==> src/rtl/serial_adder_pkg.sv <==
// rtl/serial_adder_pkg.sv - shared types and helpers for the bit-serial adder
package serial_adder_pkg;

  typedef enum logic [1:0] {
    IDLE = 2'd0,
    RUN  = 2'd1,
    DONE = 2'd2
  } state_t;

  // Counter wide enough to hold 0..w without wrapping
  function automatic int cnt_width(input int w);
    return $clog2(w + 1);
  endfunction

endpackage

==> src/rtl/fa_cell.sv <==
// rtl/fa_cell.sv - one-bit full adder cell
module fa_cell (
  input  logic a,
  input  logic b,
  input  logic ci,
  output logic s,
  output logic co
);

  assign s  = a ^ b ^ ci;
  assign co = (a & b) | (ci & (a ^ b));

endmodule

==> src/rtl/serial_adder.sv <==
// rtl/serial_adder.sv - LSB-first bit-serial add/subtract with valid/ready handshakes
module serial_adder
  import serial_adder_pkg::*;
#(
  parameter int WIDTH = 8
) (
  input  logic             clk,
  input  logic             rst_n,
  input  logic             in_valid,
  output logic             in_ready,
  input  logic [WIDTH-1:0] a,
  input  logic [WIDTH-1:0] b,
  input  logic             cin,
  input  logic             sub,
  output logic             out_valid,
  input  logic             out_ready,
  output logic [WIDTH-1:0] sum,
  output logic             cout,
  output logic             ovf
);

  localparam int CW = cnt_width(WIDTH);
  localparam logic [CW-1:0] LAST = CW'(WIDTH - 1);

  state_t           state, state_nx;
  logic [CW-1:0]    cnt;
  logic [WIDTH-1:0] a_sh, b_sh, res_sh;
  logic             carry;
  logic             load, step, finish;
  logic             fa_s, fa_co;

  // The single shared adder cell always looks at the current LSBs and carry
  fa_cell u_fa (
    .a  (a_sh[0]),
    .b  (b_sh[0]),
    .ci (carry),
    .s  (fa_s),
    .co (fa_co)
  );

  // Next-state and handshake decode; load/step/finish steer the datapath
  always_comb begin
    state_nx  = state;
    in_ready  = 1'b0;
    out_valid = 1'b0;
    load      = 1'b0;
    step      = 1'b0;
    finish    = 1'b0;
    case (state)
      IDLE: begin
        in_ready = 1'b1;
        if (in_valid) begin
          load     = 1'b1;
          state_nx = RUN;
        end
      end
      RUN: begin
        step = 1'b1;
        if (cnt == LAST) begin
          finish   = 1'b1;
          state_nx = DONE;
        end
      end
      DONE: begin
        out_valid = 1'b1;
        if (out_ready) state_nx = IDLE;
      end
      default: state_nx = IDLE;
    endcase
  end

  // State register
  always_ff @(posedge clk or negedge rst_n) begin
    if (!rst_n) state <= IDLE;
    else        state <= state_nx;
  end

  // Operand shifters, carry and partial result; subtraction is A + ~B + 1
  always_ff @(posedge clk or negedge rst_n) begin
    if (!rst_n) begin
      a_sh   <= '0;
      b_sh   <= '0;
      res_sh <= '0;
      carry  <= 1'b0;
      cnt    <= '0;
    end else if (load) begin
      a_sh  <= a;
      b_sh  <= sub ? ~b : b;
      carry <= sub ? 1'b1 : cin;
      cnt   <= '0;
    end else if (step) begin
      a_sh   <= a_sh >> 1;
      b_sh   <= b_sh >> 1;
      res_sh <= {fa_s, res_sh[WIDTH-1:1]};
      carry  <= fa_co;
      cnt    <= cnt + 1'b1;
    end
  end

  // Result registers load only on the last bit so they hold until the next completion
  always_ff @(posedge clk or negedge rst_n) begin
    if (!rst_n) begin
      sum  <= '0;
      cout <= 1'b0;
      ovf  <= 1'b0;
    end else if (finish) begin
      sum  <= {fa_s, res_sh[WIDTH-1:1]};
      cout <= fa_co;
      ovf  <= carry ^ fa_co;
    end
  end

endmodule

==> config.mk <==
export PLATFORM = sky130hd
export DESIGN_NAME = serial_adder
export DESIGN_NICKNAME = d
export VERILOG_FILES = /design/src/rtl/serial_adder_pkg.sv /design/src/rtl/fa_cell.sv /design/src/rtl/serial_adder.sv
export SDC_FILE = /design/constraint.sdc
export NUM_CORES = 1
export LEC_CHECK = 0
export ABC_AREA = 1
export CORE_MARGIN = 2
export CORE_UTILIZATION = 40
export CTS_BUF_LIST = sky130_fd_sc_hd__clkbuf_4
export DETAILED_ROUTE_END_ITERATION = 8
export PLACE_DENSITY = 0.63
export SLEW_MARGIN = 20
export SYNTH_ARGS = -nofsm -noshare
export SYNTH_HDL_FRONTEND = slang
export SYNTH_SLANG_ARGS = --single-unit
==> constraint.sdc <==
create_clock -name clk -period 1.4 [get_ports clk]
set_input_delay 0.21 -clock clk [delete_from_list [all_inputs] [get_ports clk]]
set_output_delay 0.21 -clock clk [all_outputs]
set_load 0.05 [all_outputs]
==> metrics.txt, run 1 <==
nets@finish=~320; CP Data Required Time=1.19 ns; Die Width=73.1 um; CTS root buf=clkbuf_4; outcome=complete, no violations; crit path cell chain=buf_6 > nor2_4 > buf_12; Clock Latency Late Sink=about 0.35 ns; class of the worst hold path=in2async; Synth area leader=dfrtp_1; Yosys cell types=22; detailed-route via count=around 1600; dpl cells=about 330; critical path peak fanout=2; drt pass-1 iters=4; Slowest-stage cell, CP=dfrtp_2; Setup CP Type=reg2out; min cycle time layout=approximately 1.4 ns; startpoint types=flip-flop; Detail Route Antenna Nets=0; Final Hold Violating Endpoints=0; Tcrit/Tclk final=0.986; DRT iter0 DRCs=82; starting density of the core=0.410; Pins Over Slew Limit=0; Syn Inst Count=between 200 and 250; Avg WL per Cell=11.2 um; Placer Congestion=around 0.7; area share of the largest cell type after synthesis=0.524; Setup Viol. Count Final=0; P_leak=0.00138 uW; DRC=0; Max Cap Viol=0; Peak Freq=roughly 720 MHz; Post-DP HPWL=between 2000 and 2500 um; Total GRT Usage=0.168; n_diodes=0; initial antenna violation count=0; first-pass GRT wire length=roughly 6900 um; Worst Tran Pin Value=~0.23 ns; grt ovf=0; CTS tree=done; Max clock buf depth=2; crit path DAT=1.17 ns; RSZ-0062 raised after global routing=true; H-tree depth=2; Top Ports=34; Layout area overhead=41.4%; Mapped Nets=around 260; number of global-route vias before repair=between 1500 and 2000; P per Cell Area=slightly above 2000 nW/um^2; clk sinks=40; Clock Skews=roughly 0.0057 ns; Max VDD drop=0.000760 V; Die ar.=approximately 5300 sq um; Port Buffers=33; synthesized area per cell=~8.0 sq um; mapped cell area=around 1900 sq um; DR vias/cell=between 4 and 5; Rel. slew slack=0.845; crit-path max cell delay=approximately 0.44 ns; layout cells sized above 1=0.216; ranking of synthesized cells by area=dfrtp_1, nand2_1, nand3_1, inv_1, o21ai_2; Worst Setup End Kind=output pin; Power Total=approximately 5500 uW; Yosys reg bits=40; core area=between 4000 and 5000 sq um; TritonCTS Buffers=5; fraction of the yosys area taken by sequential cells=0.524; row cnt=25; Post-Layout Cell Count=about 350; largest net degree at the start of global routing=41; Ys Warns=0; DIE HEIGHT=between 70 and 80 um; Clock Pin Slew Worst Setup and Hold Paths=~0.11 ns; total wire length=~3900 um
[per-layer routing]
layer / track usage / vias up / share of wire
met3: 0.0552 / 5 / 0.039
li1: - / 840 / -
met4: 0.0617 / 0 / 0.013
met1: 0.210 / 700 / 0.47
met2: 0.270 / 32 / 0.48
met5: 0 / - / 0
[report_power, final]
group	switching [uW]	total, uW	internal [uW]
clock	358	562	204
combinational	1530	2890	1360
sequential	415	2060	1650
total	2300	5510	3210
[path summary, 6_finish.rpt]
path / from / end / slack [ns] / cells past startpoint
min in group clk: a[7] / a_sh[7]$_DFFE_PN0P_ / 0.39 / 3
min: rst_n / sum[0]$_DFFE_PN0P_ / 0.35 / 3
max: state[1]$_DFFE_PN0P_ / in_ready / 0.02 / 3
max reg2reg: state[1]$_DFFE_PN0P_ / sum[0]$_DFFE_PN0P_ / 0.06 / 7
max in group asynchronous: rst_n / state[0]$_DFFE_PN0P_ / 0.85 / 3
min reg2reg: res_sh[1]$_DFFE_PN0P_ / sum[0]$_DFFE_PN0P_ / 0.49 / 2
[critical path: cells and delay by family, from the launching register on]
family | cells | cell delay, ns
buffers and inverters | 2 | 0.27
flip-flops | 1 | 0.44
AND/OR/NAND/NOR | 1 | 0.11
[layout by cell type, fill, tap and decap left out]
cell type,instances
buf_12,16
buf_2,1
buf_4,10
buf_6,3
clkbuf_16,2
clkbuf_4,6
clkdlybuf4s50_1,20
clkinv_2,1
dfrtp_1,38
dfrtp_2,2
dlygate4sd3_1,1
fa_1,1
ha_2,1
inv_1,17
inv_2,3
nand2_1,116
nand2_2,3
nand2_4,1
nand3_1,18
nand4_1,1
nor2_1,1
nor2_2,2
nor2_4,4
o21ai_0,10
o21ai_1,2
o21ai_2,7
o31ai_1,1
or2_2,1
xnor2_1,1
xor2_1,1
[flip-flops by register name, indices dropped and copies added, names as in the netlist]
register,count
a_sh,8
state,2
res_sh,7
cnt,4
b_sh,8
carry,1
cout,1
ovf,1
sum,8
[logic make-up after synthesis]
kind of cell             count (synthesis)  share of synthesized area
buffers and inverters                   29                     0.0701
AO/OA/AOI/OAI                           20                     0.0675
flip-flops                              40                      0.524
adder cells (fa/ha/maj)                  2                     0.0170
XOR/XNOR                                 2                    0.00917
AND/OR/NAND/NOR                        147                      0.312
[cell type report]
cell class | count | area [sq um]
well taps | 54 | 67.6
clock inverters | 1 | 5.00
repair buffers | 53 | 694
inverters | 20 | 75.1
clock buffers | 6 | 45.0
fillers | 410 | 1960
multi-input cells | 171 | 811
flip-flops and latches | 40 | 1000
[what timing repair did]
action / 4_1_cts / 5_1_grt
gates resized for setup: 5 / 8
hold endpoints to repair: 40 / 0
endpoints found under the setup margin: 2 / 10
buffers inserted: 3 / 4
hold buffers: 1 / 0
gates cloned: 0 / 2
pin swaps: 1 / 4
[Yosys cell counts, drive strengths merged]
master and instances:
nand3 18, fa 1, o21ai 19, o31ai 1, inv 20, nor2 7, buf 9, ha 1
or2 1, dfrtp 40, nand4 1, xnor2 1, xor2 1, nand2 120
[per-stage QoR]
stage,util,cell area (sq um),hold WS [ns],setup WS [ns],TNS (ns)
2_1_floorplan,-,1920,-0.0856,0.105,0
3_3_place_gp,0.536,2500,0.199,0.0614,0
3_5_place_dp,0.536,2500,0.197,-0.00318,-0.00617
4_1_cts,0.557,2600,0.346,-0.0125,-0.0241
5_1_grt,0.580,2700,0.358,-0.0455,-0.155
6_report,0.580,2700,0.348,0.0201,0
Note: power is estimated with default switching activity, not from simulation.
==> inputs of run 2 (changes only) <==
- CORE_MARGIN: 2 -> 5
- SLEW_MARGIN: 20 -> 30
==> run 2 against run 1 <==
Final cell count down 0.87%. Combinational power decreased by 3%. Power rose by 1.1%. Sequential power hardly changed. Clock power grew 33%. Flip-flop and latch count unchanged. Maximum frequency up 1.6%. Setup slack improved by 0.022 ns. Utilization decreased by 1.8 points. Critical path type is now reg2reg. Die area increased by 17%. Critical path depth up 4. First-iteration DRC count down 17%.
==> metrics.txt, run 2 (same netlist as run 1, synthesis figures left out) <==
outcome=complete, no violations; row cnt=25 (unchanged); Pins Over Slew Limit=0 (unchanged); Layout Utilization=0.562 (-0.0180); biggest regs=a_sh x8, b_sh x8, sum x8; n_diodes=0 (unchanged); Max clock buf depth=2 (unchanged); initial antenna violation count=0 (unchanged); TritonCTS Buffers=5 (unchanged); Max VDD drop=0.000750 V (-1.2%); P per Cell Area=2120 nW/um^2 (+3.7%); DR vias/cell=4.64 (+1.5%); Peak Freq=736 MHz (+1.6%); Top Ports=34 (unchanged); detailed-route via count=1586 (+0.57%); Clock Pin Slew Worst Setup and Hold Paths=0.12 ns (about the same); Max Cap Viol=0 (unchanged); P_leak=0.00134 uW (-2.8%); Post-Layout Cell Count=342 (-0.87%); Total GRT Usage=0.128 (-0.0400); total wire length=3810 um (-1.9%); R2R Setup Slk=0.04 ns (-0.02 ns); drt pass-1 iters=4 (unchanged); Die Width=79.1 um (+8.2%); layout cells sized above 1=0.198 (-0.0186); most frequent CP cell=nand2_1; first-pass GRT wire length=6370 um (-7.1%); critical path peak fanout=17 (+15); Rel. slew slack=0.716 (-0.129); Worst Tran Pin Value=0.426 ns (+0.193 ns); crit path DAT=1.60 ns (+0.43 ns); Worst Setup End Kind=flip-flop; Power Total=5570 uW (+1.1%); class of the worst hold path=in2async; Layout area overhead=37.9%; largest net degree at the start of global routing=24 (-41%); starting density of the core=0.407 (-0.00273); Placer Congestion=0.679 (-1.6%); Post-DP HPWL=2740 um (+11%); CTS tree=done; CP Data Required Time=1.64 ns (+0.45 ns); number of global-route vias before repair=1440 (-5.9%); Final Hold Violating Endpoints=0 (unchanged); Slowest-stage cell, CP=dfrtp_1; Detail Route Antenna Nets=0 (unchanged); commonest non-fill, non-tap cell in the layout=nand2_1; Setup CP Type=reg2reg; Clock Skews=0.0135 ns (+0.00778 ns); r2r startpoint=cnt[0]$_DFFE_PN0P_; DRT iter0 DRCs=68 (-17%); Reg-to-Reg End=sum[1]$_DFFE_PN0P_; startpoint types=flip-flop; Port Buffers=33 (unchanged); Setup Viol. Count Final=0 (unchanged); Avg WL per Cell=11.1 um (-1.0%); RSZ-0062 raised after global routing=true; CTS root buf=clkbuf_4; core area=4690 sq um (+0.67%); Placed Area=2490 sq um (-0.30%); nets@finish=311 (-1.3%); dpl cells=327 (-0.30%); clk sinks=40 (unchanged); worst path bufs/invs=1 (-1); Clock Latency Late Sink=0.34 ns (about the same); crit path cell chain=ha_2 > nand2_1 > nor2_2 > nand2_2 > buf_12 > nand2_1 > o21ai_1; grt ovf=0 (unchanged); min cycle time layout=1.36 ns (-0.0216 ns); number of cells on the worst reg-to-reg path=7 (unchanged); Tcrit/Tclk final=0.970 (-0.0154); H-tree depth=2 (unchanged); commonest cells after routing, fill and taps aside=nand2_1, dfrtp_1, clkdlybuf4s50_1; Crit path max-delay family=flip-flops; DRC=0 (unchanged); DIE HEIGHT=79.1 um (+8.2%); Finished Cell Area=2640 sq um (-2.5%); Die ar.=6260 sq um (+17%); crit-path max cell delay=0.42 ns (-0.02 ns)
[run 2: cell types whose count changed in the layout (fill, tap and decap cells not counted), sizes merged]
| cell | delta |
|---|---|
| buf | -2 |
| clkbuf | -3 |
| bufinv | +1 |
| clkinv | +1 |
[run 2: routing by layer]
| metal | vias to the layer above | global-route usage | wire, um |
|---|---|---|---|
| li1 | 835 | - | - |
| met1 | 711 | 0.166 | 1740 |
| met2 | 34 | 0.206 | 1830 |
| met3 | 6 | 0.0340 | 177 |
| met4 | 0 | 0.0464 | 63 |
| met5 | - | 0 | 0 |
[run 2: cell type report]
| class | instances | area (sq um) |
|---|---|---|
| Inverter | 20 | 75.1 |
| Clock inverter | 3 | 42.5 |
| Fill cell | 442 | 2060 |
| Timing Repair Buffer | 49 | 618 |
| Clock buffer | 5 | 37.5 |
| Tap cell | 54 | 67.6 |
| Multi-Input combinational cell | 171 | 791 |
| Sequential cell | 40 | 1000 |
[run 2: worst reg2reg max path, cell delays in order, from the launching register on]
cell and delay, ns:
dfrtp_1 0.42, ha_2 0.20, nand2_1 0.08, nor2_2 0.18
nand2_2 0.09, buf_12 0.16, nand2_1 0.06, o21ai_1 0.06
[run 2: power breakdown]
part	leakage (uW)	total (uW)	switching [uW]	internal (uW)
sequential	0.000509	2030	385	1650
clock	0.0000428	748	375	373
combinational	0.000785	2790	1500	1290
[run 2: timing repair]
action | in CTS | in global routing
setup buffers | 0 | 6
gates resized for setup | 3 | 3
hold buffers | 1 | 0
pin swaps | 0 | 2
setup endpoints to repair | 2 | 12
hold endpoints to repair | 17 | 0
[run 2: metrics by stage]
stage	hold slack [ns]	TNS [ns]	setup slack [ns]
after global placement	0.169	0	0.0344
after CTS	0.336	0	0.0164
after floorplan	-0.0856	0	0.105
after global routing	0.351	-0.239	-0.0598
after detailed placement	0.172	0	0.00936
final	0.332	0	0.0417
[run 2: how the worst max path moves through the flow]
stage,start,end,slack (ns),depth (start not counted)
floorplan,state[1]$_DFFE_PN0P_,out_valid,0.10,3
finish,cnt[0]$_DFFE_PN0P_,sum[1]$_DFFE_PN0P_,0.04,7
global route,cnt[0]$_DFFE_PN0P_,sum[1]$_DFFE_PN0P_,-0.06,7
CTS,cnt[0]$_DFFE_PN0P_,sum[1]$_DFFE_PN0P_,0.02,7
global placement,in_valid,b_sh[0]$_DFFE_PN0P_,0.03,7
detailed placement,in_valid,b_sh[5]$_DFFE_PN0P_,0.009,7
==> inputs of run 3 (changes only) <==
- GPL_ROUTABILITY_DRIVEN: unset -> 0
==> results of run 3 <==
The final DEF is identical to that of run 2; final timing and power are the same.
